--- src/rtl/store_buffer.sv ---
// Load/store unit: queues stores in a small FIFO, drains them to the peripheral bus in order, issues loads.
// Latency: store push takes 1 edge; a load takes >= 3 cycles (request, bus read, result pulse) on a zero-wait bus.
// Backpressure: hold_o stalls the pipeline while the FIFO is full or a load is outstanding; prp_ready paces the bus.
module store_buffer #(
  parameter int DEPTH = 4,
  parameter int AW    = 32,
  parameter int DW    = 32
) (
  input  logic          clk,
  input  logic          rst,
  input  logic [1:0]    byte_sel,
  input  logic          ld_unsigned,
  input  logic          mem_re,
  input  logic [AW-1:0] mem_raddr,
  input  logic          mem_we,
  input  logic [AW-1:0] mem_waddr,
  input  logic [DW-1:0] mem_wdata,
  output logic [DW-1:0] mem_rdata_o,
  output logic          mem_rvalid_o,
  output logic          hold_o,
  output logic          prp_re_o,
  output logic          prp_we_o,
  output logic [AW-1:0] prp_addr,
  output logic [DW-1:0] prp_wdata,
  output logic [3:0]    prp_wstrb,
  input  logic [DW-1:0] prp_rdata,
  input  logic          prp_ready
);

  // Lane handling below assumes a 32-bit data path with four byte lanes.
  localparam int PW = (DEPTH > 1) ? $clog2(DEPTH) : 1;
  localparam int CW = PW + 1;

  typedef enum logic [1:0] {IDLE, WR, RD, DONE} state_t;

  state_t        state, state_nxt;

  // Store FIFO storage and bookkeeping
  logic [AW-1:0] q_addr [DEPTH];
  logic [DW-1:0] q_data [DEPTH];
  logic [3:0]    q_strb [DEPTH];
  logic [PW-1:0] wr_ptr, rd_ptr;
  logic [CW-1:0] count;
  logic [PW-1:0] slot_off [DEPTH];

  logic          full, push, pop;
  logic          ld_hit, ld_ok, ld_start, wr_start;

  // Formatted store entry
  logic [AW-1:0] st_addr;
  logic [DW-1:0] st_rep, st_data;
  logic [3:0]    st_strb;

  // Load attributes captured when the bus read is launched
  logic [AW-1:0] ld_waddr;
  logic [1:0]    ld_size, ld_lane;
  logic          ld_uns;
  logic [7:0]    ld_byte;
  logic [15:0]   ld_half;
  logic [DW-1:0] ld_result;

  assign full     = (count == CW'(DEPTH));
  assign push     = mem_we & ~full;
  assign pop      = (state == WR) & prp_ready;
  assign ld_waddr = {mem_raddr[AW-1:2], 2'b00};
  assign ld_ok    = mem_re & ~mem_we & ~ld_hit;

  // Loads stall from request until the result cycle; stores stall only on a full FIFO.
  assign hold_o = rst & ((mem_we & full) | (mem_re & ~mem_we & (state != DONE)));

  // Place store data in its byte lanes and clear the lanes it does not enable
  always_comb begin
    st_addr = {mem_waddr[AW-1:2], 2'b00};
    case (byte_sel)
      2'b00: begin
        st_strb = 4'b0001 << mem_waddr[1:0];
        st_rep  = {4{mem_wdata[7:0]}};
      end
      2'b01: begin
        st_strb = 4'b0011 << {mem_waddr[1], 1'b0};
        st_rep  = {2{mem_wdata[15:0]}};
      end
      default: begin
        st_strb = 4'b1111;
        st_rep  = mem_wdata;
      end
    endcase
    for (int b = 0; b < 4; b++) begin
      st_data[8*b +: 8] = st_rep[8*b +: 8] & {8{st_strb[b]}};
    end
  end

  // A load must not overtake a buffered store to the same word
  always_comb begin
    ld_hit = 1'b0;
    for (int i = 0; i < DEPTH; i++) begin
      slot_off[i] = PW'(i) - rd_ptr;
      if (({1'b0, slot_off[i]} < count) && (q_addr[i] == ld_waddr)) begin
        ld_hit = 1'b1;
      end
    end
  end

  // FIFO payload; contents need no reset because count gates validity
  always_ff @(posedge clk) begin
    if (push) begin
      q_addr[wr_ptr] <= st_addr;
      q_data[wr_ptr] <= st_data;
      q_strb[wr_ptr] <= st_strb;
    end
  end

  // FIFO pointers and occupancy
  always_ff @(posedge clk or negedge rst) begin
    if (!rst) begin
      wr_ptr <= '0;
      rd_ptr <= '0;
      count  <= '0;
    end else begin
      if (push) wr_ptr <= wr_ptr + PW'(1);
      if (pop)  rd_ptr <= rd_ptr + PW'(1);
      case ({push, pop})
        2'b10:   count <= count + CW'(1);
        2'b01:   count <= count - CW'(1);
        default: count <= count;
      endcase
    end
  end

  // Bus sequencer state register
  always_ff @(posedge clk or negedge rst) begin
    if (!rst) state <= IDLE;
    else      state <= state_nxt;
  end

  // Next state: an eligible load beats draining; one bus access at a time
  always_comb begin
    state_nxt = state;
    ld_start  = 1'b0;
    wr_start  = 1'b0;
    case (state)
      IDLE: begin
        if (ld_ok) begin
          state_nxt = RD;
          ld_start  = 1'b1;
        end else if (count != '0) begin
          state_nxt = WR;
          wr_start  = 1'b1;
        end
      end
      WR:      if (prp_ready) state_nxt = IDLE;
      RD:      if (prp_ready) state_nxt = DONE;
      DONE:    state_nxt = IDLE;
      default: state_nxt = IDLE;
    endcase
  end

  // Pick the addressed lane out of the returned bus word and extend it
  always_comb begin
    case (ld_lane)
      2'd0:    ld_byte = prp_rdata[7:0];
      2'd1:    ld_byte = prp_rdata[15:8];
      2'd2:    ld_byte = prp_rdata[23:16];
      default: ld_byte = prp_rdata[31:24];
    endcase
    ld_half = ld_lane[1] ? prp_rdata[31:16] : prp_rdata[15:0];
    case (ld_size)
      2'b00:   ld_result = {{24{~ld_uns & ld_byte[7]}}, ld_byte};
      2'b01:   ld_result = {{16{~ld_uns & ld_half[15]}}, ld_half};
      default: ld_result = prp_rdata;
    endcase
  end

  // Registered bus and result outputs, loaded as each state is entered
  always_ff @(posedge clk or negedge rst) begin
    if (!rst) begin
      prp_we_o     <= 1'b0;
      prp_re_o     <= 1'b0;
      mem_rvalid_o <= 1'b0;
      prp_addr     <= '0;
      prp_wdata    <= '0;
      prp_wstrb    <= '0;
      mem_rdata_o  <= '0;
      ld_size      <= '0;
      ld_lane      <= '0;
      ld_uns       <= 1'b0;
    end else begin
      prp_we_o     <= (state_nxt == WR);
      prp_re_o     <= (state_nxt == RD);
      mem_rvalid_o <= (state_nxt == DONE);
      if (wr_start) begin
        prp_addr  <= q_addr[rd_ptr];
        prp_wdata <= q_data[rd_ptr];
        prp_wstrb <= q_strb[rd_ptr];
      end else if (ld_start) begin
        prp_addr  <= ld_waddr;
        prp_wdata <= '0;
        prp_wstrb <= '0;
        ld_size   <= byte_sel;
        ld_lane   <= mem_raddr[1:0];
        ld_uns    <= ld_unsigned;
      end
      if ((state == RD) && prp_ready) mem_rdata_o <= ld_result;
    end
  end

endmodule

--- config.mk ---
export PLATFORM = sky130hd
export DESIGN_NAME = store_buffer
export DESIGN_NICKNAME = d
export VERILOG_FILES = /design/src/rtl/store_buffer.sv
export SDC_FILE = /design/constraint.sdc
export NUM_CORES = 1
export LEC_CHECK = 0
export ABC_AREA = 0
export BUFFER_PORTS_ARGS = -buffer_cell sky130_fd_sc_hd__buf_4
export CORE_MARGIN = 2
export CORE_UTILIZATION = 40
export DETAILED_ROUTE_END_ITERATION = 7
export GPL_ROUTABILITY_DRIVEN = 0
export HOLD_SLACK_MARGIN = 0.02
export PLACE_DENSITY = 0.68
export SYNTH_ARGS = -nofsm -noshare
export SYNTH_HDL_FRONTEND = slang
export SYNTH_SLANG_ARGS = --single-unit
--- constraint.sdc ---
create_clock -name clk -period 5.05 [get_ports clk]
set_input_delay 1.2625 -clock clk [delete_from_list [all_inputs] [get_ports clk]]
set_output_delay 1.2625 -clock clk [all_outputs]
set_load 0.01 [all_outputs]
==> impl_metrics.csv, run 1 <==
group,metric,value,unit
critical_path,cp_cell_sequence,"buf_4, xnor2_1, nand4_1, nor4_1, nand3_1, and3_1, a21oi_4, buf_4, a221o_1",
clock_network,cts_tree,"done",
critical_path,slowest_delay,0.51,ns
route,drt_iter0_markers,971,
route,via_per_inst,5.592,
critical_path,critical_path.max_fanout,24,
critical_path,cp.depth,9,
die,core_area,0.04167,mm2
global_routing,use_met2,32.60,%
global_routing,grt_max_degree,67,
timing,timing.final.ws_setup,1.559,ns
critical_path,crit_buf_inv,2,
clock_network,numCtsBuffers,39,
clock_network,clockBufferDepth,3,
global_routing,antenna_found_initial,3,
critical_path,cp-start-kind,"primary input",
final_layout,final_cells,1923,
route,ant_nets,0,
final_layout,syn_to_final_growth,21.37,%
route,via_count,10750,
die,die_width,208.8,um
die,start_util,40.26,%
timing,setup_viol_count_final,0,
critical_path,worst_path_most_repeated_cell,"buf_4",
critical_path,crit_family,"simple AND/OR/NAND/NOR gates",
status,outcome,"finished, final reports clean",
critical_path,reg2reg_depth,11,
timing,tns,0,ns
global_routing,met1_usage,28.80,%
critical_path,crit_slowest_cell,"a21oi_4",
global_routing,top_usage_layer,"met2",
timing,rsz0062_at_grt,"no",
yosys,synthFlopType,"edfxtp_1",
yosys,synth_edf_count,264,
global_routing,track_usage,20.60,%
yosys,ys_seq_elements,379,
global_routing,grt_pass1_wl,67.39,mm
global_routing,grt_pass1_vias,10760,
yosys,synth_cells,1149,
final_layout,num-fill-cells,3554,
timing,post-route-period-util,69.13,%
critical_path,critPathKind,"primary input to flop",
final_layout,seq_area,0.01081,mm2
global_routing,gr-total-overflow,0,
yosys,ys_seq_area_share,64.41,%
timing,maxSlewViolCount,0,
clock_network,postCtsSetupRepairBufs,0,
worst_hold_path,hold_depth,2,
route,drc_errors,0,
route,wl_per_cell,23.42,um
critical_path,end_kind,"flop",
placement,dp.cells,1850,
clock_network,cts_hold_buf,0,
placement,portBuffers,237,
worst_hold_path,hp-class,"flop to flop",
timing,relSlewSlack,20.75,%
critical_path,arrival,3.96,ns
run,maxCapViolCount,0,
clock_network,htreeDepth,2,
timing,max_freq,0.2865,GHz
placement,hpwl,30.45,mm
placement,pre_cts_slack,1.055,ns
die,boundaryPins,240,
yosys,yosysWarnings,0,
clock_network,clock_latency,0.54,ns
die,die_area,0.04359,mm2
yosys,netlist-cell-type-count,53,
critical_path,required,5.52,ns
yosys,netlist_area,0.01677,mm2
final_layout,nNetsFinal,1498,
power_and_ir_drop,power_per_cell_area,586.2,mW/mm2
power_and_ir_drop,leakagePower,0.007706,uW
timing,tightest_slew,1.184,ns
clock_network,post_cts_resized,0,
timing,final_hold_viol_count,0,
yosys,async_flop_share,30.34,%
timing,fin_worst_skew,0.01491,ns
global_routing,grtUsageMet3,4.539,%
die,fp-row-count,75,
final_layout,multi_input_area,0.005451,mm2
clock_network,cts_root_buffer,"clkbuf_16",
power_and_ir_drop,vdd_drop_max,0.2941,mV
timing,fin_crit,3.491,ns
die,chipHeight,208.8,um
clock_network,cts.sinks,379,
clock_network,clk_pin_slew,0.06,ns
route,firstDrtPassIters,5,
route,wl,45.03,mm
final_layout,drive_gt1_share,29.38,%
yosys,avgSynthCellArea,14.60,um2
cells by family after synthesis:
logic type,after synthesis,share of synthesized area (%)
adders and majority gates,10,0.7906
and+or+nand+nor,212,5.855
xor gates and xnor gates,127,6.631
buffers and inverters,123,3.267
other,1,0.02235
muxes,81,9.875
DFF,379,64.41
AOI/OAI and AO/OA,216,9.145
cells in the final DEF (no fill, tap or decap), types with 6 or more instances in the layout:
| master | Yosys | layout |
|---|---|---|
| dfrtp_1 | 115 | 113 |
| xor2_1 | 34 | 34 |
| edfxtp_1 | 264 | 264 |
| o21ai_0 | 18 | 18 |
| mux4_2 | 67 | 67 |
| nand2_1 | 74 | 74 |
| clkinv_2 | 0 | 9 |
| and2_1 | 13 | 9 |
| clkbuf_16 | 0 | 41 |
| nand3_1 | 8 | 8 |
| inv_1 | 26 | 26 |
| a22oi_1 | 8 | 8 |
| xnor2_1 | 93 | 93 |
| ha_1 | 9 | 9 |
| a22o_1 | 44 | 44 |
| nor2_1 | 59 | 58 |
| a21oi_1 | 78 | 78 |
| mux2i_1 | 8 | 8 |
| a221o_1 | 34 | 34 |
| nand4_1 | 21 | 21 |
| mux2_2 | 6 | 6 |
| nand2b_1 | 8 | 8 |
| buf_4 | 2 | 253 |
| nor2b_1 | 8 | 8 |
| nor4_1 | 9 | 9 |
layout make-up:
type,instances,area share (%)
Antenna cell,2,0.02458
Clock buffer,47,5.297
Clock inverter,24,1.272
Inverter,27,0.4978
Multi-Input combinational cell,648,26.78
Sequential cell,379,53.10
Tap cell,539,3.312
Timing Repair Buffer,257,9.722
state kept, by name, summed over array words and instances, names as in the netlist, 3 cells and up:
name and flops:
count 3, mem_rdata_o 32, prp_addr 30, prp_wdata 32, prp_wstrb 4, q_addr 120, q_data 128, q_strb 16
stage by stage:
step                util, %  cell area, um2  hold WS (ns)  power (uW)
floorplan                 -           16780        0.4931        7418
global placement      45.64           19020        0.4625        8988
detailed placement    45.64           19020        0.4737        9060
CTS                   48.85           20350        0.4854       12040
global route          48.86           20360        0.5224       12560
finish                48.86           20360        0.4832       11930
report_power, final:
| part | switching, uW | internal (uW) | leakage (uW) |
|---|---|---|---|
| clock network | 1200 | 1780 | 0.000656 |
| logic | 2220 | 1950 | 0.00321 |
| registers | 515 | 4270 | 0.00384 |
| total | 3930 | 8010 | 0.00771 |
worst reg2reg max path, cell delays in order (launching register included):
cell and delay (ns):
dfrtp_2 0.35, buf_4 0.38, xor2_1 0.27, ha_1 0.19, inv_1 0.05, o2111ai_1 0.18
a21oi_1 0.08, a311oi_1 0.35, and3_1 0.58, buf_4 0.41, a21oi_1 0.21, a221o_1 0.31
metal layers:
metal	part of all wire, %	wire length (um)
met3	7.4	3336
met1	43	19240
met5	0.027	12
met2	47	21370
met4	2.4	1075
cells in the mapped netlist (6+ instances only):
| cell type | count | area, um2 |
|---|---|---|
| a22oi_1 | 8 | 60.06 |
| nand2_1 | 74 | 277.8 |
| nor2_1 | 59 | 221.5 |
| o21ai_0 | 18 | 90.09 |
| mux4_2 | 67 | 1509 |
| nand4_1 | 21 | 131.4 |
| edfxtp_1 | 264 | 7928 |
| dfrtp_1 | 115 | 2878 |
| buf_2 | 33 | 165.2 |
| a21oi_1 | 78 | 390.4 |
| nor2b_1 | 8 | 50.05 |
| nand3_1 | 8 | 40.04 |
| a221o_1 | 34 | 340.3 |
| ha_1 | 9 | 112.6 |
| and2_1 | 13 | 81.33 |
| a22o_1 | 44 | 385.4 |
| inv_1 | 26 | 97.59 |
| clkbuf_1 | 51 | 191.4 |
| xor2_1 | 34 | 297.8 |
| nand2b_1 | 8 | 50.05 |
| nor4_1 | 9 | 56.30 |
| xnor2_1 | 93 | 814.5 |
| mux2i_1 | 8 | 80.08 |
| mux2_2 | 6 | 67.56 |
path summary, 6_finish.rpt:
check | start | end | slack (ns)
min in group asynchronous | rst | mem_rdata_o[26] | 0.69
hold reg to reg | mem_rdata_o[2] | mem_rdata_o[2] | 0.48
hold / removal | mem_rdata_o[2] | mem_rdata_o[2] | 0.48
max in group asynchronous | rst | prp_wdata[3] | 3.31
setup reg to reg | rd_ptr[1] | prp_addr[15] | 1.57
setup / recovery | mem_raddr[5] | prp_addr[15] | 1.56
(Power assumes the default switching activity.)
==> run 2, diff against run 1 <==
Settings changed: ABC_AREA 0 to 1, PLACE_DENSITY 0.68 to 0.7.
Clock period 5.05 ns to 2.88 ns, I/O delays scaled along.
==> impl_metrics.csv, run 2 <==
group,metric,value,unit
power_and_ir_drop,internal_power,13260,uW
timing,tightest_slew,0.9219,ns
yosys,synth.top_cells.by_area,"edfxtp_1 (47%), dfrtp_1 (17%), nand2_1 (9.0%), a22oi_1 (3.9%), nand3_1 (3.2%)",
die,start_util,40.47,%
timing,maxSlewViolCount,0,
power_and_ir_drop,vdd_drop_max,0.5927,mV
global_routing,gr-total-overflow,0,
clock_network,cts_root_buffer,"clkbuf_16",
critical_path,reg2reg_depth,16,
power_and_ir_drop,power_frac_clock,24.3,%
final_layout,final_cells,2370,
final_layout,syn_to_final_growth,21.98,%
critical_path,arrival,3.20,ns
global_routing,antenna_found_initial,6,
yosys,netlist_top_cells_count,"nand2_1 (406), edfxtp_1 (264), dfrtp_1 (115)",
timing,setup_viol_count_final,0,
route,ant_nets,0,
yosys,netlist-cell-type-count,46,
yosys,ys_seq_elements,379,
final_layout,largest-register,"q_data",
power_and_ir_drop,p_sw,7671,uW
final_layout,drive_gt1_share,19.42,%
placement,dpl-instance-area,0.01934,mm2
die,fp-row-count,75,
final_layout,design_area,0.02066,mm2
critical_path,critical_path.max_fanout,37,
route,wl,46.50,mm
yosys,synth.most_common_cell,"nand2_1",
status,outcome,"finished, final reports clean",
global_routing,track_usage,20.92,%
global_routing,grt_pass1_wl,70.65,mm
placement,dp.cells,2293,
clock_network,htreeDepth,2,
power_and_ir_drop,swShare,36.64,%
timing,max_freq,0.3685,GHz
yosys,ys_seq_area_share,63.80,%
critical_path,end_kind,"flop",
route,drt_iter0_markers,1370,
critical_path,worst_path_most_repeated_cell,"nand2_1",
timing,whs,0.3269,ns
timing,fin_worst_skew,0.02445,ns
critical_path,critical_path.startpoint,"rd_ptr[0]",
critical_path,r2r-end,"prp_wstrb[2]",
yosys,async_flop_share,30.34,%
final_layout,fin_util,49.36,%
final_layout,largest_register_ffs,128,
timing,relSlewSlack,38.54,%
die,die_area,0.04400,mm2
yosys,netlist_area,0.01694,mm2
global_routing,grt_max_degree,116,
yosys,synth_area_leader_cell,"edfxtp_1",
route,drc_errors,0,
die,chipHeight,209.8,um
clock_network,clk_pin_slew,0.06,ns
clock_network,clockBufferDepth,3,
critical_path,cp.depth,16,
timing,final_hold_viol_count,0,
clock_network,clock_latency,0.55,ns
timing,rsz0062_at_grt,"no",
critical_path,critPathCapture,"prp_wstrb[2]",
critical_path,reg2reg_from,"rd_ptr[0]",
final_layout,nNetsFinal,1942,
clock_network,cts_hold_buf,0,
global_routing,grt_pass1_vias,12600,
critical_path,slowest_delay,0.49,ns
timing,fin_crit,2.714,ns
run,maxCapViolCount,0,
critical_path,cp_cell_sequence,"nor2_4, inv_1, nand2_1, inv_1, ha_1, a31oi_1, nand3_1, nor2_1, nand3_1, nand2_1, inv_2, nand3_4, nand2_2, inv_6, nand2_1, nand2_1",
clock_network,cts.sinks,379,
yosys,synth_edf_count,264,
timing,tns,0,ns
die,core_area,0.04185,mm2
yosys,synthFlopType,"edfxtp_1",
critical_path,reg2reg_slack,0.17,ns
critical_path,crit_family,"simple AND/OR/NAND/NOR gates",
final_layout,layout_common_cells,"nand2_1 (406), edfxtp_1 (264), buf_4 (262)",
route,wl_per_cell,19.62,um
final_layout,num-fill-cells,3699,
die,die_width,209.8,um
critical_path,crit_buf_inv,4,
die,boundaryPins,240,
timing,post-route-period-util,94.23,%
route,via_count,12480,
critical_path,cp-start-kind,"flop",
power_and_ir_drop,comb_power_share,36.5,%
yosys,synth_top_area_share,46.81,%
yosys,avgSynthCellArea,10.77,um2
final_layout,layout_commonest_cell,"nand2_1",
route,via_per_inst,5.267,
power_and_ir_drop,power_per_cell_area,1013,mW/mm2
yosys,yosysWarnings,0,
yosys,synth_cells,1572,
final_layout,reg_top3,"q_data (128), q_addr (120)",
clock_network,numCtsBuffers,40,
route,firstDrtPassIters,5,
clock_network,cts_tree,"done",
critical_path,crit_slowest_cell,"dfrtp_2",
power_and_ir_drop,leakagePower,0.008612,uW
power_and_ir_drop,p_seq_share,39.2,%
critical_path,required,3.36,ns
worst_hold_path,hp-class,"primary input to asynchronous set/reset pin",
critical_path,critPathKind,"flop to flop",
placement,portBuffers,237,
placement,hpwl,30.92,mm
[run 2: cell count changes in the layout (fill, tap and decap cells not counted), moves of 31 or more]
cell     change
nand2_1    +332
nand3_1     +99
a22oi_1     +79
inv_1       +73
mux4_2      -67
a21oi_1     -53
xnor2_1     -44
a22o_1      -43
o21ai_0     +42
a221o_1     -31
[run 2: layer usage]
metal | GRT usage [%] | up-vias | share of wire, %
li1 | - | 5827 | -
met1 | 26.13 | 6012 | 40
met2 | 34.44 | 522 | 48
met3 | 5.985 | 115 | 9.6
met4 | 8.242 | 6 | 3.2
met5 | 0 | - | 0.099
[run 2: kinds of logic (layout without fill, tap and decap cells)]
logic type      after synthesis  in the layout  share of synthesized area (%)
xor+xnor                    104            104                          5.378
simple gates                651            651                          15.85
other cells                   1              5                        0.02214
compound gates              224            224                          8.673
flops                       379            379                          63.80
buf+inv                     203            458                          5.489
fa+ha+maj                    10             10                         0.7831
[run 2: area by class of cell]
| type | instances | area (um2) | area share [%] |
|---|---|---|---|
| tap | 539 | 674.4 | 3.264 |
| timing repair buffer | 273 | 2187 | 10.59 |
| multi-input combinational | 991 | 5253 | 25.43 |
| clock buffer | 59 | 1156 | 5.596 |
| clock inverter | 15 | 145.1 | 0.7026 |
| sequential | 379 | 10810 | 52.31 |
| inverter | 111 | 429.2 | 2.077 |
| antenna | 3 | 7.507 | 0.03634 |
[run 2: power by group through the flow]
stage / Sequential [uW] / Clock [uW] / Combinational, uW
6_report: 8210 / 5080 / 7640
5_1_grt: 8340 / 5360 / 8420
4_1_cts: 8190 / 5160 / 7650
3_5_place_dp: 8290 / 0 / 7610
3_3_place_gp: 8240 / 0 / 7480
2_1_floorplan: 8420 / 0 / 4270
[run 2: how the worst min path moves through the flow]
stage             startpoint             to  slack [ns]  cells past startpoint
2_1_floorplan            rst       count[0]        0.42                      0
3_3_place_gp    prp_wdata[7]   prp_wdata[7]        0.46                      2
3_5_place_dp   prp_wdata[30]  prp_wdata[30]        0.46                      2
4_1_cts         mem_waddr[2]   q_addr[1][0]        0.35                      1
5_1_grt        mem_waddr[14]  q_addr[0][12]        0.35                      1
6_report                 rst   prp_wdata[6]        0.33                      2
[run 2: timing repair]
action,CTS,global route
buffers inserted,0,0
endpoints found under the setup margin,0,69
gates resized for setup,0,5
[run 2: per-stage QoR]
step	total power (uW)	setup WS (ns)
CTS	21000	0.1121
floorplan	12690	-0.5125
finish	20930	0.1663
global placement	15720	0.1848
global route	22120	0.01697
detailed placement	15890	0.1877
[run 2: worst reg2reg max path, cell delays in order, from the launching register on]
cell and delay [ns]:
dfrtp_2 0.49, nor2_4 0.13, inv_1 0.09, nand2_1 0.10, inv_1 0.06, ha_1 0.27, a31oi_1 0.24, nand3_1 0.17
nor2_1 0.15, nand3_1 0.10, nand2_1 0.08, inv_2 0.06, nand3_4 0.11, nand2_2 0.11, inv_6 0.28, nand2_1 0.13
nand2_1 0.08
